<file path="config.mk">
export PLATFORM = sky130hd
export DESIGN_NAME = instruction_fetch_unit_flat
export DESIGN_NICKNAME = d
export VERILOG_FILES = /design/src/rtl/mips_cpu_pkg.sv /design/src/rtl/instruction_fetch_unit_if.sv /design/src/rtl/instruction_fetch_unit.sv /design/src/flat_wrapper.sv
export SDC_FILE = /design/constraint.sdc
export NUM_CORES = 1
export LEC_CHECK = 0
export ABC_AREA = 1
export CORE_UTILIZATION = 45
export CTS_BUF_LIST = sky130_fd_sc_hd__clkbuf_2
export DETAILED_ROUTE_END_ITERATION = 7
export DONT_BUFFER_PORTS = 1
export GPL_TIMING_DRIVEN = 0
export PLACE_DENSITY = 0.64
export SLEW_MARGIN = 30
export SYNTH_ARGS = -nofsm -noshare
export SYNTH_HDL_FRONTEND = slang
export SYNTH_SLANG_ARGS = --single-unit
</file>
<file path="constraint.sdc">
create_clock -name clk -period 1.7 [get_ports clk]
set_clock_uncertainty 0.05 [all_clocks]
set_input_delay 0.425 -clock clk [delete_from_list [all_inputs] [get_ports clk]]
set_output_delay 0.425 -clock clk [all_outputs]
set_load 0.01 [all_outputs]
</file>
<file path="src/rtl/mips_cpu_pkg.sv">
// Shared types and constants for the MIPS fetch stage.
package mips_cpu_pkg;

    localparam int INSTR_WIDTH = 32;

    localparam logic [INSTR_WIDTH-1:0] RESET_VECTOR_DEFAULT = 32'hBFC00000;
    localparam logic [INSTR_WIDTH-1:0] HALT_ADDRESS_DEFAULT = 32'h00000000;

    // RUN fetches every unstalled cycle; DRAIN retires the delay slot of a
    // halting jump; HALTED and FAULT are terminal until reset.
    typedef enum logic [1:0] {
        RUN    = 2'd0,
        DRAIN  = 2'd1,
        HALTED = 2'd2,
        FAULT  = 2'd3
    } fetch_state_t;

endpackage

</file>
<file path="src/rtl/instruction_fetch_unit_if.sv">
// Fetch-stage bus: instruction-memory port, decode-side outputs and the
// branch/stall controls coming back from execute.
//
// Flow control: there is no valid/ready pair here. stall=1 freezes every
// register in the fetch unit for that cycle; branch_taken/branch_target are
// only consumed on a cycle with stall=0, so the producer holds them asserted
// until such a cycle occurs. instr_valid qualifies instr_out/pc_out.
interface instruction_fetch_unit_if;
    import mips_cpu_pkg::*;

    logic                   stall;
    logic                   branch_taken;
    logic [INSTR_WIDTH-1:0] branch_target;
    logic [INSTR_WIDTH-1:0] instr_readdata;
    logic [INSTR_WIDTH-1:0] instr_address;
    logic [INSTR_WIDTH-1:0] instr_out;
    logic [INSTR_WIDTH-1:0] pc_out;
    logic                   instr_valid;
    logic                   active;
    logic                   misaligned;

    // Fetch unit side.
    modport master (
        input  stall,
        input  branch_taken,
        input  branch_target,
        input  instr_readdata,
        output instr_address,
        output instr_out,
        output pc_out,
        output instr_valid,
        output active,
        output misaligned
    );

    // Memory / decode / execute side.
    modport slave (
        output stall,
        output branch_taken,
        output branch_target,
        output instr_readdata,
        input  instr_address,
        input  instr_out,
        input  pc_out,
        input  instr_valid,
        input  active,
        input  misaligned
    );

endinterface

</file>
<file path="src/rtl/instruction_fetch_unit.sv">
// Program counter and instruction register with MIPS delay-slot branching
// and halt-on-jump-to-HALT_ADDRESS.
module instruction_fetch_unit
    import mips_cpu_pkg::*;
#(
    parameter logic [INSTR_WIDTH-1:0] RESET_VECTOR = RESET_VECTOR_DEFAULT,
    parameter logic [INSTR_WIDTH-1:0] HALT_ADDRESS = HALT_ADDRESS_DEFAULT
) (
    input  logic                     clk,
    input  logic                     reset,
    instruction_fetch_unit_if.master bus,
    output fetch_state_t             state_dbg
);

    fetch_state_t           state_q, state_d;
    logic [INSTR_WIDTH-1:0] pc_q, pc_d;
    logic [INSTR_WIDTH-1:0] ir_q, ir_d;
    logic [INSTR_WIDTH-1:0] pc_out_q, pc_out_d;
    logic                   valid_q, valid_d;
    logic                   active_q, active_d;
    logic                   mis_q, mis_d;

    logic                   target_misaligned;
    logic                   target_is_halt;

    assign target_misaligned = (bus.branch_target[1:0] != 2'b00);
    assign target_is_halt    = (bus.branch_target == HALT_ADDRESS);

    // Next-state, next-pc and instruction-register update; everything holds
    // by default so a stall simply skips the case statement.
    always_comb begin
        state_d  = state_q;
        pc_d     = pc_q;
        ir_d     = ir_q;
        pc_out_d = pc_out_q;
        valid_d  = valid_q;
        mis_d    = mis_q;
        if (!bus.stall) begin
            case (state_q)
                RUN: begin
                    // The word latched here is the delay slot when a branch
                    // is taken this cycle, so branches cost no bubbles.
                    ir_d     = bus.instr_readdata;
                    pc_out_d = pc_q;
                    valid_d  = 1'b1;
                    if (bus.branch_taken) begin
                        if (target_misaligned) begin
                            state_d = FAULT;
                            mis_d   = 1'b1;
                        end else if (target_is_halt) begin
                            // pc stays put so HALT_ADDRESS is never fetched.
                            state_d = DRAIN;
                        end else begin
                            pc_d = bus.branch_target;
                        end
                    end else begin
                        pc_d = pc_q + 32'd4;
                    end
                end
                DRAIN: begin
                    valid_d = 1'b0;
                    state_d = HALTED;
                end
                HALTED, FAULT: begin
                    valid_d = 1'b0;
                end
                default: begin
                    valid_d = 1'b0;
                    state_d = FAULT;
                end
            endcase
        end
        active_d = (state_d == RUN) || (state_d == DRAIN);
    end

    // State and datapath registers; reset wins over stall.
    always_ff @(posedge clk) begin
        if (reset) begin
            state_q  <= RUN;
            pc_q     <= RESET_VECTOR;
            ir_q     <= '0;
            pc_out_q <= '0;
            valid_q  <= 1'b0;
            active_q <= 1'b1;
            mis_q    <= 1'b0;
        end else begin
            state_q  <= state_d;
            pc_q     <= pc_d;
            ir_q     <= ir_d;
            pc_out_q <= pc_out_d;
            valid_q  <= valid_d;
            active_q <= active_d;
            mis_q    <= mis_d;
        end
    end

    assign bus.instr_address = pc_q;
    assign bus.instr_out     = ir_q;
    assign bus.pc_out        = pc_out_q;
    assign bus.instr_valid   = valid_q;
    assign bus.active        = active_q;
    assign bus.misaligned    = mis_q;
    assign state_dbg         = state_q;

endmodule

</file>
<file path="src/flat_wrapper.sv">
// flat-port wrapper written by rule: the top's interface ports become plain ports
module instruction_fetch_unit_flat import mips_cpu_pkg::*;
#(
    parameter logic [INSTR_WIDTH-1:0] RESET_VECTOR = RESET_VECTOR_DEFAULT,
    parameter logic [INSTR_WIDTH-1:0] HALT_ADDRESS = HALT_ADDRESS_DEFAULT
)
  (clk, reset, state_dbg, bus_stall, bus_branch_taken, bus_branch_target, bus_instr_readdata, bus_instr_address, bus_instr_out, bus_pc_out, bus_instr_valid, bus_active, bus_misaligned);
  instruction_fetch_unit_if bus_i ();
  input  logic clk;
  input  logic reset;
  output fetch_state_t state_dbg;
  input wire logic [$bits(bus_i.stall)-1:0] bus_stall;
  input wire logic [$bits(bus_i.branch_taken)-1:0] bus_branch_taken;
  input wire logic [$bits(bus_i.branch_target)-1:0] bus_branch_target;
  input wire logic [$bits(bus_i.instr_readdata)-1:0] bus_instr_readdata;
  output wire logic [$bits(bus_i.instr_address)-1:0] bus_instr_address;
  output wire logic [$bits(bus_i.instr_out)-1:0] bus_instr_out;
  output wire logic [$bits(bus_i.pc_out)-1:0] bus_pc_out;
  output wire logic [$bits(bus_i.instr_valid)-1:0] bus_instr_valid;
  output wire logic [$bits(bus_i.active)-1:0] bus_active;
  output wire logic [$bits(bus_i.misaligned)-1:0] bus_misaligned;
  assign bus_i.stall = bus_stall;
  assign bus_i.branch_taken = bus_branch_taken;
  assign bus_i.branch_target = bus_branch_target;
  assign bus_i.instr_readdata = bus_instr_readdata;
  assign bus_instr_address = bus_i.instr_address;
  assign bus_instr_out = bus_i.instr_out;
  assign bus_pc_out = bus_i.pc_out;
  assign bus_instr_valid = bus_i.instr_valid;
  assign bus_active = bus_i.active;
  assign bus_misaligned = bus_i.misaligned;
  instruction_fetch_unit #(.RESET_VECTOR(RESET_VECTOR), .HALT_ADDRESS(HALT_ADDRESS)) u_core (.clk(clk), .reset(reset), .bus(bus_i), .state_dbg(state_dbg));
endmodule
</file>
# Yosys cells after proc, flatten, opt, wreduce, memory -nomap -nowiden
# Index checks and enable logic that the tools add are counted.
[word_totals]
ff_bits = 101
wordCells = 33
inputBits = 68
[op_classes]
muxes = 9
reduce_logical = 9
add_sub_neg = 1
bitwise_logic = 1
n_eq_ne = 6
[op_table]
columns = ["op", "n"]
rows = [
  ["$mux W32", 3],
  ["$add A32 B3 Y32 const B", 1],
  ["$logic_not A32 Y1", 1],
  ["$mux W2", 4],
  ["$reduce_and A4 Y1", 2],
  ["$eq A2 B1 Y1 const B", 2],
  ["$eq A2 B2 Y1 const B", 2],
  ["$logic_not A2 Y1", 2],
  ["$ne A2 B2 Y1 const B", 2],
  ["$pmux W2 S2", 1],
  ["$reduce_or A3 Y1", 1],
  ["$pmux W1 S2", 1],
  ["$reduce_and A2 Y1", 1],
  ["$reduce_bool A2 Y1", 1],
  ["$logic_or A1 B1 Y1", 1],
  ["$not A1 Y1", 1],
]

# Longest topological paths before layout
# Gate-level depths: netlist (run 1).
[depth]
word_depth = 8
depth_mapped = 12

# Worst setup path before layout (run 1)
# OpenSTA, ideal clock, no wires.
[synth_path]
path_kind = "reg-to-reg"
start = "reg u_core.pc_q[2], in the netlist u_core.bus.instr_address[2]"
end = "reg u_core.pc_q[16], in the netlist u_core.bus.instr_address[16]"
setup_ns = 0.132
n_path_buf = 0
setup_slack_ns = 0.078
path_stages_with_launch = 9
t_arrival_ns = 1.439
period_less_slack_ns = 1.622
required_time_ns = 1.518
path_cell_list = "dfxtp_1 > ha_1 > nand3_1 > nor2_1 > nand3_1 > nand2_1 > nand3_1 > nand3_1 > a21oi_1"
[synth_via]
elab_chain_len = 2
[synth_rtl]
columns = ["element", "line", "source"]
rows = [
  ["start: declaration", "instruction_fetch_unit.sv:16", "logic [INSTR_WIDTH-1:0] pc_q, pc_d;"],
  ["start signal: assignment", "instruction_fetch_unit.sv:88", "pc_q <= pc_d;"],
  ["$add A32 B3 Y32", "instruction_fetch_unit.sv:57", "pc_d = pc_q + 32'd4;"],
  ["$mux W32", "instruction_fetch_unit.sv:46", "if (bus.branch_taken) begin"],
]
# No other way between the ends.
# A chain may end at the register's enable or synchronous reset.

# Final worst setup path (run 1)
[layout_path]
start = "reg u_core.pc_q[12], in the netlist u_core.bus.instr_address[12]"
end = "reg u_core.pc_q[15], in the netlist u_core.bus.instr_address[15]"
# Same word-level chain as after synthesis.

==> results.md, run 1 <==
- Run status: complete, but fails checks
- Failing checks: negative hold slack
- Effective utilization at floorplan: 0.463
- Total number of vias: 5309
- Origin of the critical flop-to-flop path: u_core.bus.instr_address[12]
- Fin nets: 871
- Post-DP HPWL: 12300 µm
- Cell type with the largest total area after synthesis: sky130_fd_sc_hd__dfxtp_1
- Worst Hold End: u_core.bus.instr_address[21]
- Synthesized instance count: 714
- Global-route wire length before repair: 26500 µm
- Critical path type: reg -> reg
- Number of global-route vias before repair: 5023
- Synth area leaders: sky130_fd_sc_hd__dfxtp_1 (42%), sky130_fd_sc_hd__nor2_1 (13%), sky130_fd_sc_hd__nand2_1 (12%)
- Synthesized area divided by synthesized cell count: 6.66 µm²
- CTS tree: yes
- Final weighted congestion of routability-driven global placement: 0.960
- Element type at the critical path start: flop
- Synthesis-to-layout area growth: 28.6%
- Fraction of layout instances using a drive strength above 1: 0.176
- Grt peak-use layer: met2
- Cell area power density: 817 nW/µm²
- Combined area of all synthesized cells: 4760 µm²
- Most used standard cells in the synthesized netlist: sky130_fd_sc_hd__nor2_1 (170), sky130_fd_sc_hd__nand2_1 (149), sky130_fd_sc_hd__dfxtp_1 (101)
- Number of cells traversed by the worst register-to-register path: 8
- Num CTS Buffers: 9
- Number of core rows: 37
- Slew Limit Fails: 0
- Initial DRC Count: 443
- Fraction of post-synthesis cell area in the top cell type by area: 0.425
- Overall routed net length: 17700 µm
- Share of the cycle needed by the critical path after routing: 0.984
- CP bufs+invs: 0
- Count of pins on the block boundary: 169
- Predominant post-synthesis flop cell: sky130_fd_sc_hd__dfxtp_1
- Total setup violations reported at the end of the flow: 0
- Number of buffer cells added on primary ports: 0
- Drt via density: 5.63
- Delay of the slowest critical-path stage: 0.49 ns
- Clock transition at the registers of the reported paths: 0.32 ns
- Net count after synthesis: 783
- Leakage component of the power: 2.44 nW
- Count of cells along the worst hold path: 4
- Worst R2R End: u_core.bus.instr_address[15]
- DR pass1 iterations: 6
- Clock sink total: 101
- Worst setup path startpoint: u_core.bus.instr_address[12]
- Sequential fraction of the synthesis area: 0.425
- Largest fanout on the critical path: 7
- Worst path top cell family by delay: simple AND/OR/NAND/NOR gates
- Largest voltage drop on the vdd net: 523 µV
- Initial antenna violation count: 0
- Largest net degree at the start of global routing: 21
- Series of cell instances along the critical path: nand2_1 -> nor2_1 -> nand2_1 -> nor2_2 -> nand2_1 -> nand3_1 -> nand3_2 -> a21oi_2
- Clock latency reported for the late side of the worst-skew pair: 0.64 ns
- Antenna cells: 0
- Warnings, synthesis: 0
- Per-cell routed wire length: 18.7 µm
- Worst Tran Pin Value: 0.696 ns
- Kind of end point of the critical path: flop
- Standard cell with the maximum stage delay on the critical path: sky130_fd_sc_hd__dfxtp_4
- Worst-case setup margin in the final layout: 0.0280 ns
- Root buffer cell: sky130_fd_sc_hd__clkbuf_2
- Total gr overflow: 0
- Antenna Nets Post-Route: 0
- Post-synth cell types: 36
- Die area: 11000 µm²
- Share of synthesized registers carrying an async set or reset: 0
- Number of flops mapped to enable cells by yosys: 0
- Headroom to the max-slew limit: 0.531
- Flip-flop and latch count after synthesis: 101
- Met2 track demand over resource in global routing: 0.536
- Chip Height: 105 µm
- Hold Crit Class: in -> reg
- Post-Place Worst Slack: -0.543 ns
- CP Data Arrival Time: 2.20 ns
- Achievable frequency: 0.598 GHz
- Met1 GRT Util: 0.379
- Number of remaining DRC errors: 0
- Most frequent cell after synthesis: sky130_fd_sc_hd__nor2_1
- Die span in x: 105 µm
- CP most frequent cell: sky130_fd_sc_hd__nand2_1
- Max clock buf depth: 2
- Htree depth: 3
- Final Hold Fails: 1
- CORE AREA: 10300 µm²
- Met3 usage: 0.0755
- Post-route worst hold slack: -0.00430 ns
- Data required time at the worst endpoint: 2.22 ns
- Launch instance of the worst min-delay path: bus_branch_target[21]
- Global-route usage over all layers: 0.316
- RSZ-0062 raised after global routing: true
- # Max-Cap Violations: 0
- Slack of the worst reg-to-reg path: 0.03 ns
- Shortest period the worst path allows: 1.67 ns
repair_timing:
action                     CTS  global route
buffers inserted             7            11
setup endpoints to repair   98            88
resized for setup           53           101
hold buffers                52             3
gates cloned                 0             5
hold endpoints to repair    57             5
pin swaps                    3             9
report_power, final:
part | switching, W | internal, W | total, W
Clock | 0.000964 | 0.000243 | 0.00121
Combinational | 0.000523 | 0.000387 | 0.000910
Sequential | 0.000302 | 0.00258 | 0.00288
worst register-to-register path: cells and delay by family, from the launching register on:
| kind | cells | cell delay, ns |
|---|---|---|
| AOI/OAI and AO/OA | 1 | 0.11 |
| and+or+nand+nor | 7 | 0.95 |
| DFF | 1 | 0.49 |
layout make-up:
| class | instances | area [µm²] |
|---|---|---|
| Buffer | 34 | 211 |
| Clock buffer | 9 | 45.0 |
| Clock inverter | 7 | 78.8 |
| Fill cell | 982 | 4160 |
| Inverter | 40 | 164 |
| Multi-Input combinational cell | 539 | 2600 |
| Sequential cell | 101 | 2090 |
| Tap cell | 136 | 170 |
| Timing Repair Buffer | 77 | 752 |
cells by family (layout without fill, tap and decap cells):
family | after synthesis | in the layout | share of synthesized area
adder cells (fa/ha/maj) | 1 | 1 | 0.00263
AND/OR/NAND/NOR | 391 | 391 | 0.341
buffers and inverters | 75 | 167 | 0.0673
AO/OA/AOI/OAI | 140 | 141 | 0.153
XOR/XNOR | 4 | 4 | 0.00736
flip-flops | 101 | 101 | 0.425
multiplexers | 2 | 2 | 0.00421
per-layer routing:
metal | routed length (µm) | vias to the layer above
met3 | 1770 | 49
met5 | 0 | -
met4 | 575 | 0
met1 | 6960 | 2465
li1 | - | 2489
met2 | 8350 | 306
flip-flops by register name, indices dropped and copies added, names as in the netlist:
name and count:
u_core.bus.instr_out 32, u_core.bus.instr_valid 1, u_core.bus.instr_address 32, u_core.bus.misaligned 1, u_core.bus.pc_out 32, u_core.bus.active 1, u_core.state_dbg 2
layout by cell type, fill, tap and decap left out, types with 14 or more instances in the layout:
| cell type | Yosys | layout |
|---|---|---|
| sky130_fd_sc_hd__o21ai_0 | 82 | 73 |
| sky130_fd_sc_hd__nand2_1 | 149 | 145 |
| sky130_fd_sc_hd__a21oi_1 | 49 | 46 |
| sky130_fd_sc_hd__inv_1 | 37 | 34 |
| sky130_fd_sc_hd__nor2_1 | 170 | 154 |
| sky130_fd_sc_hd__dlygate4sd3_1 | 0 | 55 |
| sky130_fd_sc_hd__dfxtp_1 | 101 | 72 |
| sky130_fd_sc_hd__nand3_1 | 47 | 41 |
| sky130_fd_sc_hd__dfxtp_2 | 0 | 15 |
| sky130_fd_sc_hd__dfxtp_4 | 0 | 14 |
| sky130_fd_sc_hd__buf_4 | 2 | 19 |
how the worst max path moves through the flow:
stage	to	slack [ns]	depth (start not counted)
2_1_floorplan	u_core.bus.instr_address[16]	0.08	8
3_3_place_gp	u_core.bus.instr_address[16]	-0.51	8
3_5_place_dp	u_core.bus.instr_address[16]	-0.54	8
4_1_cts	u_core.bus.instr_address[28]	-0.02	8
5_1_grt	u_core.bus.instr_address[12]	-0.07	7
6_report	u_core.bus.instr_address[15]	0.03	8
metrics by stage:
stage | util | TNS [ns] | instances | total power [W] | cell area [µm²]
after global placement | 0.480 | -10.59 | 850 | 0.00355 | 4930
final | 0.595 | 0 | 943 | 0.00500 | 6120
after CTS | 0.559 | -0.0377 | 924 | 0.00487 | 5750
after floorplan | - | 0 | 714 | 0.00334 | 4760
after detailed placement | 0.480 | -12.27 | 850 | 0.00357 | 4930
after global routing | 0.595 | -1.04 | 943 | 0.00521 | 6120
No activity file was read; power rests on OpenSTA's default activity.
==> run 2: changes to the inputs <==
--- a/config.mk
+++ b/config.mk
@@ -12,6 +12,7 @@
 export DONT_BUFFER_PORTS = 1
 export GPL_TIMING_DRIVEN = 0
 export PLACE_DENSITY = 0.64
+export SETUP_SLACK_MARGIN = 0.15
 export SLEW_MARGIN = 30
 export SYNTH_ARGS = -nofsm -noshare
 export SYNTH_HDL_FRONTEND = slang
==> constraint.sdc (replaced) <==
create_clock -name clk -period 1.7 [get_ports clk]
set_clock_uncertainty 0.05 [all_clocks]
set_input_delay 0.425 -clock clk [delete_from_list [all_inputs] [get_ports clk]]
set_output_delay 0.425 -clock clk [all_outputs]
set_load 0.1 [all_outputs]
==> run 2 against run 1 <==
Net effect:
- the flow finishes with violations (negative setup slack)
- flip-flop and latch count is the same
- sequential share of layout area fell by 1.7 points
- worst setup slack lost 0.22 ns
- die area did not move
- combinational power up 43%
- cell area grew 21%
- critical endpoint is now u_core.bus.instr_out[29]
- largest cell class unchanged
- largest power group unchanged
==> results.md, run 2 (same netlist as run 1, synthesis figures left out) <==
- Run status: complete, but fails checks
- Failing checks: negative setup slack
- RSZ-0062 raised after global routing: true
- Cells after DPL: 850
- Total number of vias: 5571
- Number of core rows: 37
- Antenna Nets Post-Route: 0
- # Max-Cap Violations: 0
- Share of the cycle needed by the critical path after routing: 1.11
- Clock transition at the registers of the reported paths: 0.35 ns
- Fraction of layout instances using a drive strength above 1: 0.398
- Non-filler instance count after layout: 957
- Drt via density: 5.82
- Post-DP HPWL: 12100 µm
- Global-route usage over all layers: 0.356
- Number of global-route vias before repair: 5666
- Cell area power density: 912 nW/µm²
- Chip Height: 105 µm
- Achievable frequency: 0.530 GHz
- Synthesis-to-layout area growth: 55.2%
- Largest fanout on the critical path: 6
- Final Core Density: 0.719
- Leakage component of the power: 2.79 nW
- Largest voltage drop on the vdd net: 671 µV
- Most frequent standard cell in the layout excluding fill and tap cells: sky130_fd_sc_hd__nand2_1
- Launch instance of the worst min-delay path: bus_branch_target[22]
- Worst Tran Pin Value: 0.728 ns
- Number of buffer cells added on primary ports: 0
- Origin of the critical flop-to-flop path: u_core.state_dbg[1]
- Overall routed net length: 19900 µm
- Num CTS Buffers: 9
- Kind of end point of the critical path: flop
- Final Hold Fails: 0
- Headroom to the max-slew limit: 0.510
- CP Data Arrival Time: 2.36 ns
- Max clock buf depth: 2
- Largest net degree at the start of global routing: 20
- Shortest period the worst path allows: 1.89 ns
- Die area: 11000 µm²
- Effective utilization at floorplan: 0.463
- Root buffer cell: sky130_fd_sc_hd__clkbuf_2
- Number of remaining DRC errors: 0
- Htree depth: 3
- Series of cell instances along the critical path: or2_4 -> nor2_8 -> buf_12 -> buf_8 -> clkinv_8 -> clkbuf_16 -> nor2_4 -> nor2_1
- Data required time at the worst endpoint: 2.17 ns
- Element type at the critical path start: flop
- Initial DRC Count: 484
- Most frequent cells in the layout: sky130_fd_sc_hd__nand2_1 (126), sky130_fd_sc_hd__dfxtp_4 (101), sky130_fd_sc_hd__nor2_1 (89), sky130_fd_sc_hd__o21ai_0 (65), sky130_fd_sc_hd__nor2_4 (61)
- Total setup violations reported at the end of the flow: 136
- Final weighted congestion of routability-driven global placement: 0.896
- Slew Limit Fails: 0
- Global-route wire length before repair: 30000 µm
- Total gr overflow: 0
- Standard cell with the maximum stage delay on the critical path: sky130_fd_sc_hd__dfxtp_4
- Clock sink total: 101
- Critical path type: reg -> reg
- Clock latency reported for the late side of the worst-skew pair: 0.62 ns
- Delay of the slowest critical-path stage: 0.53 ns
- CORE AREA: 10300 µm²
- Fin nets: 884
- Count of pins on the block boundary: 169
- Die span in x: 105 µm
- Worst setup path startpoint: u_core.state_dbg[1]
- Hold Crit Class: in -> reg
- Worst-case setup margin in the final layout: -0.187 ns
- Initial antenna violation count: 1
- CTS tree: yes
- DR pass1 iterations: 5
- Per-cell routed wire length: 20.8 µm
[run 2: per-layer routing]
metal / GRT usage / part of all wire / routed length (µm)
met1: 0.416 / 0.38 / 7660
met4: 0.138 / 0.037 / 731
met2: 0.622 / 0.49 / 9710
met3: 0.0905 / 0.091 / 1810
met5: 0 / 0 / 0
[run 2: power by group]
part	switching (W)	total (W)	internal (W)
clock	0.000975	0.00121	0.000231
combinational	0.000700	0.00130	0.000596
sequential	0.00166	0.00423	0.00257
[run 2: worst paths after layout]
kind / end / slack (ns) / depth (start not counted)
max: u_core.bus.instr_out[29] / -0.19 / 8
min: u_core.bus.instr_address[22] / 0.03 / 4
max reg2reg: u_core.bus.instr_out[29] / -0.19 / 8
min reg2reg: u_core.bus.misaligned / 0.60 / 2
[run 2: what timing repair did]
action                                  CTS  global route
endpoints found under the setup margin  200           200
hold buffers                             52             1
pin swaps                                41            31
cloned                                   12             3
setup buffers                            21             1
endpoints found under the hold margin    55             1
gates resized for setup                 323            81
[run 2: area by class of cell]
type | count | area (µm²)
fill | 778 | 2890
antenna | 1 | 2.50
clock buffer | 9 | 45.0
multi-input combinational | 539 | 3160
timing repair buffer | 88 | 1010
inverter | 40 | 173
tap | 136 | 170
sequential | 101 | 2400
timing repair inverter | 1 | 16.3
clock inverter | 7 | 66.3
buffer | 35 | 343
[run 2: metrics by stage]
step / power (W) / setup WS, ns / instance area (µm²) / TNS (ns) / hold WS (ns)
after floorplan: 0.00469 / 0.0887 / 5000 / 0 / 0.451
after global placement: 0.00490 / -0.211 / 5170 / -9.38 / 0.456
after detailed placement: 0.00493 / -0.233 / 5170 / -10.65 / 0.455
after CTS: 0.00655 / -0.0778 / 7070 / -3.59 / 0.00125
after global routing: 0.00695 / -0.223 / 7380 / -15.54 / 0.0344
final: 0.00674 / -0.187 / 7380 / -9.49 / 0.0309
[run 2: critical path: cells and delay by family (launching register included)]
| family | cells | cell delay [ns] |
|---|---|---|
| flip-flops | 1 | 0.53 |
| AND/OR/NAND/NOR | 4 | 0.66 |
| buffers and inverters | 4 | 0.54 |
==> run 3: changes to the inputs <==
--- a/config.mk
+++ b/config.mk
@@ -5,7 +5,6 @@
 export SDC_FILE = /design/constraint.sdc
 export NUM_CORES = 1
 export LEC_CHECK = 0
-export ABC_AREA = 1
 export CORE_UTILIZATION = 45
 export CTS_BUF_LIST = sky130_fd_sc_hd__clkbuf_2
 export DETAILED_ROUTE_END_ITERATION = 7
==> run 3 against run 2 <==
Net effect:
- the flow still finishes with violations (negative setup slack)
- clock power about the same
- non-clock buffer count rose by 26
- first-iteration DRC count is 25% lower
- via count shrank 7.9%
==> results.md, run 3 <==
- CTS tree: yes
- Fraction of layout instances using a drive strength above 1: 0.539
- Number of flops mapped to enable cells by yosys: 0
- Total setup violations reported at the end of the flow: 137
- Initial antenna violation count: 0
- Most frequent cell after synthesis: sky130_fd_sc_hd__nand2_1
- Worst path top cell family by delay: simple AND/OR/NAND/NOR gates
- Fin nets: 774
- Per-cell routed wire length: 21.2 µm
- Post-synth cell types: 54
- Total gr overflow: 0
- Worst R2R End: u_core.bus.instr_address[30]
- Series of cell instances along the critical path: ha_4 -> nand3_4 -> nor3_4 -> nand4_1 -> or4_1 -> a31oi_1
- Num CTS Buffers: 9
- Worst Tran Pin Value: 0.894 ns
- Cell area power density: 771 nW/µm²
- Achievable frequency: 0.477 GHz
- Length of routed met2 wiring: 8880 µm
- RSZ-0062 raised after global routing: true
- Synthesized area divided by synthesized cell count: 7.69 µm²
- Final Hold Fails: 0
- Max layer used: met4
- Routed met1 length: 6850 µm
- Drt via density: 6.09
- Clock sink total: 101
- Leakage component of the power: 2.79 nW
- Shortest period the worst path allows: 2.10 ns
- Launch instance of the worst min-delay path: bus_branch_target[28]
- Synth area leaders: sky130_fd_sc_hd__dfxtp_1 (45%), sky130_fd_sc_hd__nand2_1 (14%), sky130_fd_sc_hd__a21oi_1 (10%)
- Flip-flop and latch count after synthesis: 101
- Final weighted congestion of routability-driven global placement: 0.859
- Synthesized instance count: 589
- Share of synthesized registers carrying an async set or reset: 0
- Failing checks: negative setup slack
- Delay of the slowest critical-path stage: 0.66 ns
- Largest net degree at the start of global routing: 19
- Initial DRC Count: 365
- Global-route usage over all layers: 0.323
- Clock transition at the registers of the reported paths: 0.27 ns
- Fraction of post-synthesis cell area in the top cell type by area: 0.446
- Number of cells traversed by the worst register-to-register path: 6
- Data required time at the worst endpoint: 2.19 ns
- # Max-Cap Violations: 0
- Placed inst area: 5060 µm²
- Combined area of all synthesized cells: 4530 µm²
- Final Core Density: 0.769
- Hold Crit Class: in -> reg
- Number of remaining DRC errors: 0
- Number of core rows: 36
- Total number of vias: 5132
- Predominant post-synthesis flop cell: sky130_fd_sc_hd__dfxtp_1
- Root buffer cell: sky130_fd_sc_hd__clkbuf_2
- Overall routed net length: 17900 µm
- Slack of the worst reg-to-reg path: -0.40 ns
- Critical path type: reg -> reg
- Sequential fraction of the synthesis area: 0.446
- Post-Place Worst Slack: -0.682 ns
- Most frequent standard cell in the layout excluding fill and tap cells: sky130_fd_sc_hd__dfxtp_4
- Worst Hold End: u_core.bus.instr_address[28]
- Antenna cells: 0
- Effective utilization at floorplan: 0.463
- Element type at the critical path start: flop
- Run status: complete, but fails checks
- Synthesis-to-layout area growth: 66.0%
- Share of the cycle needed by the critical path after routing: 1.23
- Die span in x: 102 µm
- Headroom to the max-slew limit: 0.404
- Setup TNS: -17.09 ns
- Count of cells along the worst hold path: 2
- Number of global-route vias before repair: 4951
- Number of buffer cells added on primary ports: 0
- Post-layout instance area: 7520 µm²
- Max clock buf depth: 2
- Htree depth: 3
- Chip Height: 102 µm
- Most used standard cells in the synthesized netlist: sky130_fd_sc_hd__nand2_1 (166), sky130_fd_sc_hd__dfxtp_1 (101), sky130_fd_sc_hd__a21oi_1 (95)
- Clock latency reported for the late side of the worst-skew pair: 0.61 ns
- Count of pins on the block boundary: 169
- Post-route worst hold slack: 0.0197 ns
- Kind of end point of the critical path: flop
- Length of routed met3 wiring: 1770 µm
- CP Data Arrival Time: 2.58 ns
- Die area: 10500 µm²
- Largest fanout on the critical path: 7
- DR pass1 iterations: 5
- Warnings, synthesis: 0
- Cell type with the largest total area after synthesis: sky130_fd_sc_hd__dfxtp_1
- Net count after synthesis: 658
- Post-DP HPWL: 10300 µm
- Most frequent cells in the layout: sky130_fd_sc_hd__dfxtp_4 (96), sky130_fd_sc_hd__nand2_1 (94), sky130_fd_sc_hd__a21oi_2 (69), sky130_fd_sc_hd__nand2_4 (48), sky130_fd_sc_hd__dlygate4sd3_1 (48)
- Slew Limit Fails: 0
- Largest voltage drop on the vdd net: 502 µV
- Worst-case setup margin in the final layout: -0.396 ns
- Antenna Nets Post-Route: 0
- CP bufs+invs: 0
- Origin of the critical flop-to-flop path: u_core.bus.instr_address[2]
- Global-route wire length before repair: 25600 µm
- CORE AREA: 9770 µm²
- Standard cell with the maximum stage delay on the critical path: sky130_fd_sc_hd__dfxtp_4
## run 3: cell types whose count changed after synthesis, moves of 15 or more
cell,change
sky130_fd_sc_hd__nor2_1,-147
sky130_fd_sc_hd__inv_1,-31
sky130_fd_sc_hd__a21oi_1,+46
sky130_fd_sc_hd__o21ai_0,-72
sky130_fd_sc_hd__nand3_1,-37
sky130_fd_sc_hd__nand2_1,+17
sky130_fd_sc_hd__nand4_1,+15
## run 3: worst register-to-register path, delay by kind of cell (launching register included)
family          cells  cell delay (ns)
fa+ha+maj           1             0.23
simple gates        4             0.94
flops               1             0.66
compound gates      1             0.17
## run 3: area by class of cell
| cell class | count | area (µm²) |
|---|---|---|
| clock inverter | 6 | 71.3 |
| buffer | 44 | 394 |
| multi-input combinational | 438 | 3300 |
| clock buffer | 10 | 50.0 |
| fill | 653 | 2250 |
| inverter | 6 | 22.5 |
| sequential | 101 | 2390 |
| timing repair buffer | 105 | 1130 |
| tap | 133 | 166 |
## run 3: metrics by stage
| stage | instances | power [W] |
|---|---|---|
| 2_1_floorplan | 589 | 0.00391 |
| 3_3_place_gp | 722 | 0.00407 |
| 3_5_place_dp | 722 | 0.00409 |
| 4_1_cts | 825 | 0.00564 |
| 5_1_grt | 843 | 0.00601 |
| 6_report | 843 | 0.00580 |
## run 3: kinds of logic after synthesis
family	synth area share
compound gates	0.227
fa+ha+maj	0.00276
buf+inv	0.0442
flops	0.446
mux	0.00884
simple gates	0.270
## run 3: how the worst max path moves through the flow
stage / startpoint / endpoint / slack, ns / depth (start not counted)
floorplan: u_core.bus.instr_address[9] / u_core.bus.instr_address[31] / -0.33 / 6
global placement: u_core.bus.instr_address[3] / u_core.bus.instr_address[25] / -0.72 / 5
detailed placement: u_core.bus.instr_address[9] / u_core.bus.instr_address[25] / -0.68 / 6
CTS: u_core.bus.instr_address[23] / u_core.bus.instr_address[30] / -0.39 / 5
global route: u_core.bus.instr_address[2] / u_core.bus.instr_address[30] / -0.48 / 6
finish: u_core.bus.instr_address[2] / u_core.bus.instr_address[30] / -0.40 / 6
## run 3: what timing repair did
item                                    in CTS  in global routing
pin swaps                                   89                 29
resized for setup                          310                 96
endpoints found under the hold margin       47                  3
gates cloned                                 8                  1
endpoints found under the setup margin     199                194
hold buffers                                45                  3
setup buffers                               34                 14
## run 3: routing by layer
metal / up-vias / global-route usage
li1: 2330 / -
met1: 2467 / 0.399
met3: 43 / 0.0903
met4: 0 / 0.107
met5: - / 0
met2: 292 / 0.541
## run 3: where the power goes
part | internal [W] | switching, W | leakage (nW)
sequential | 0.00243 | 0.00104 | 0.889
clock | 0.000362 | 0.000855 | 0.0770
combinational | 0.000526 | 0.000585 | 1.82
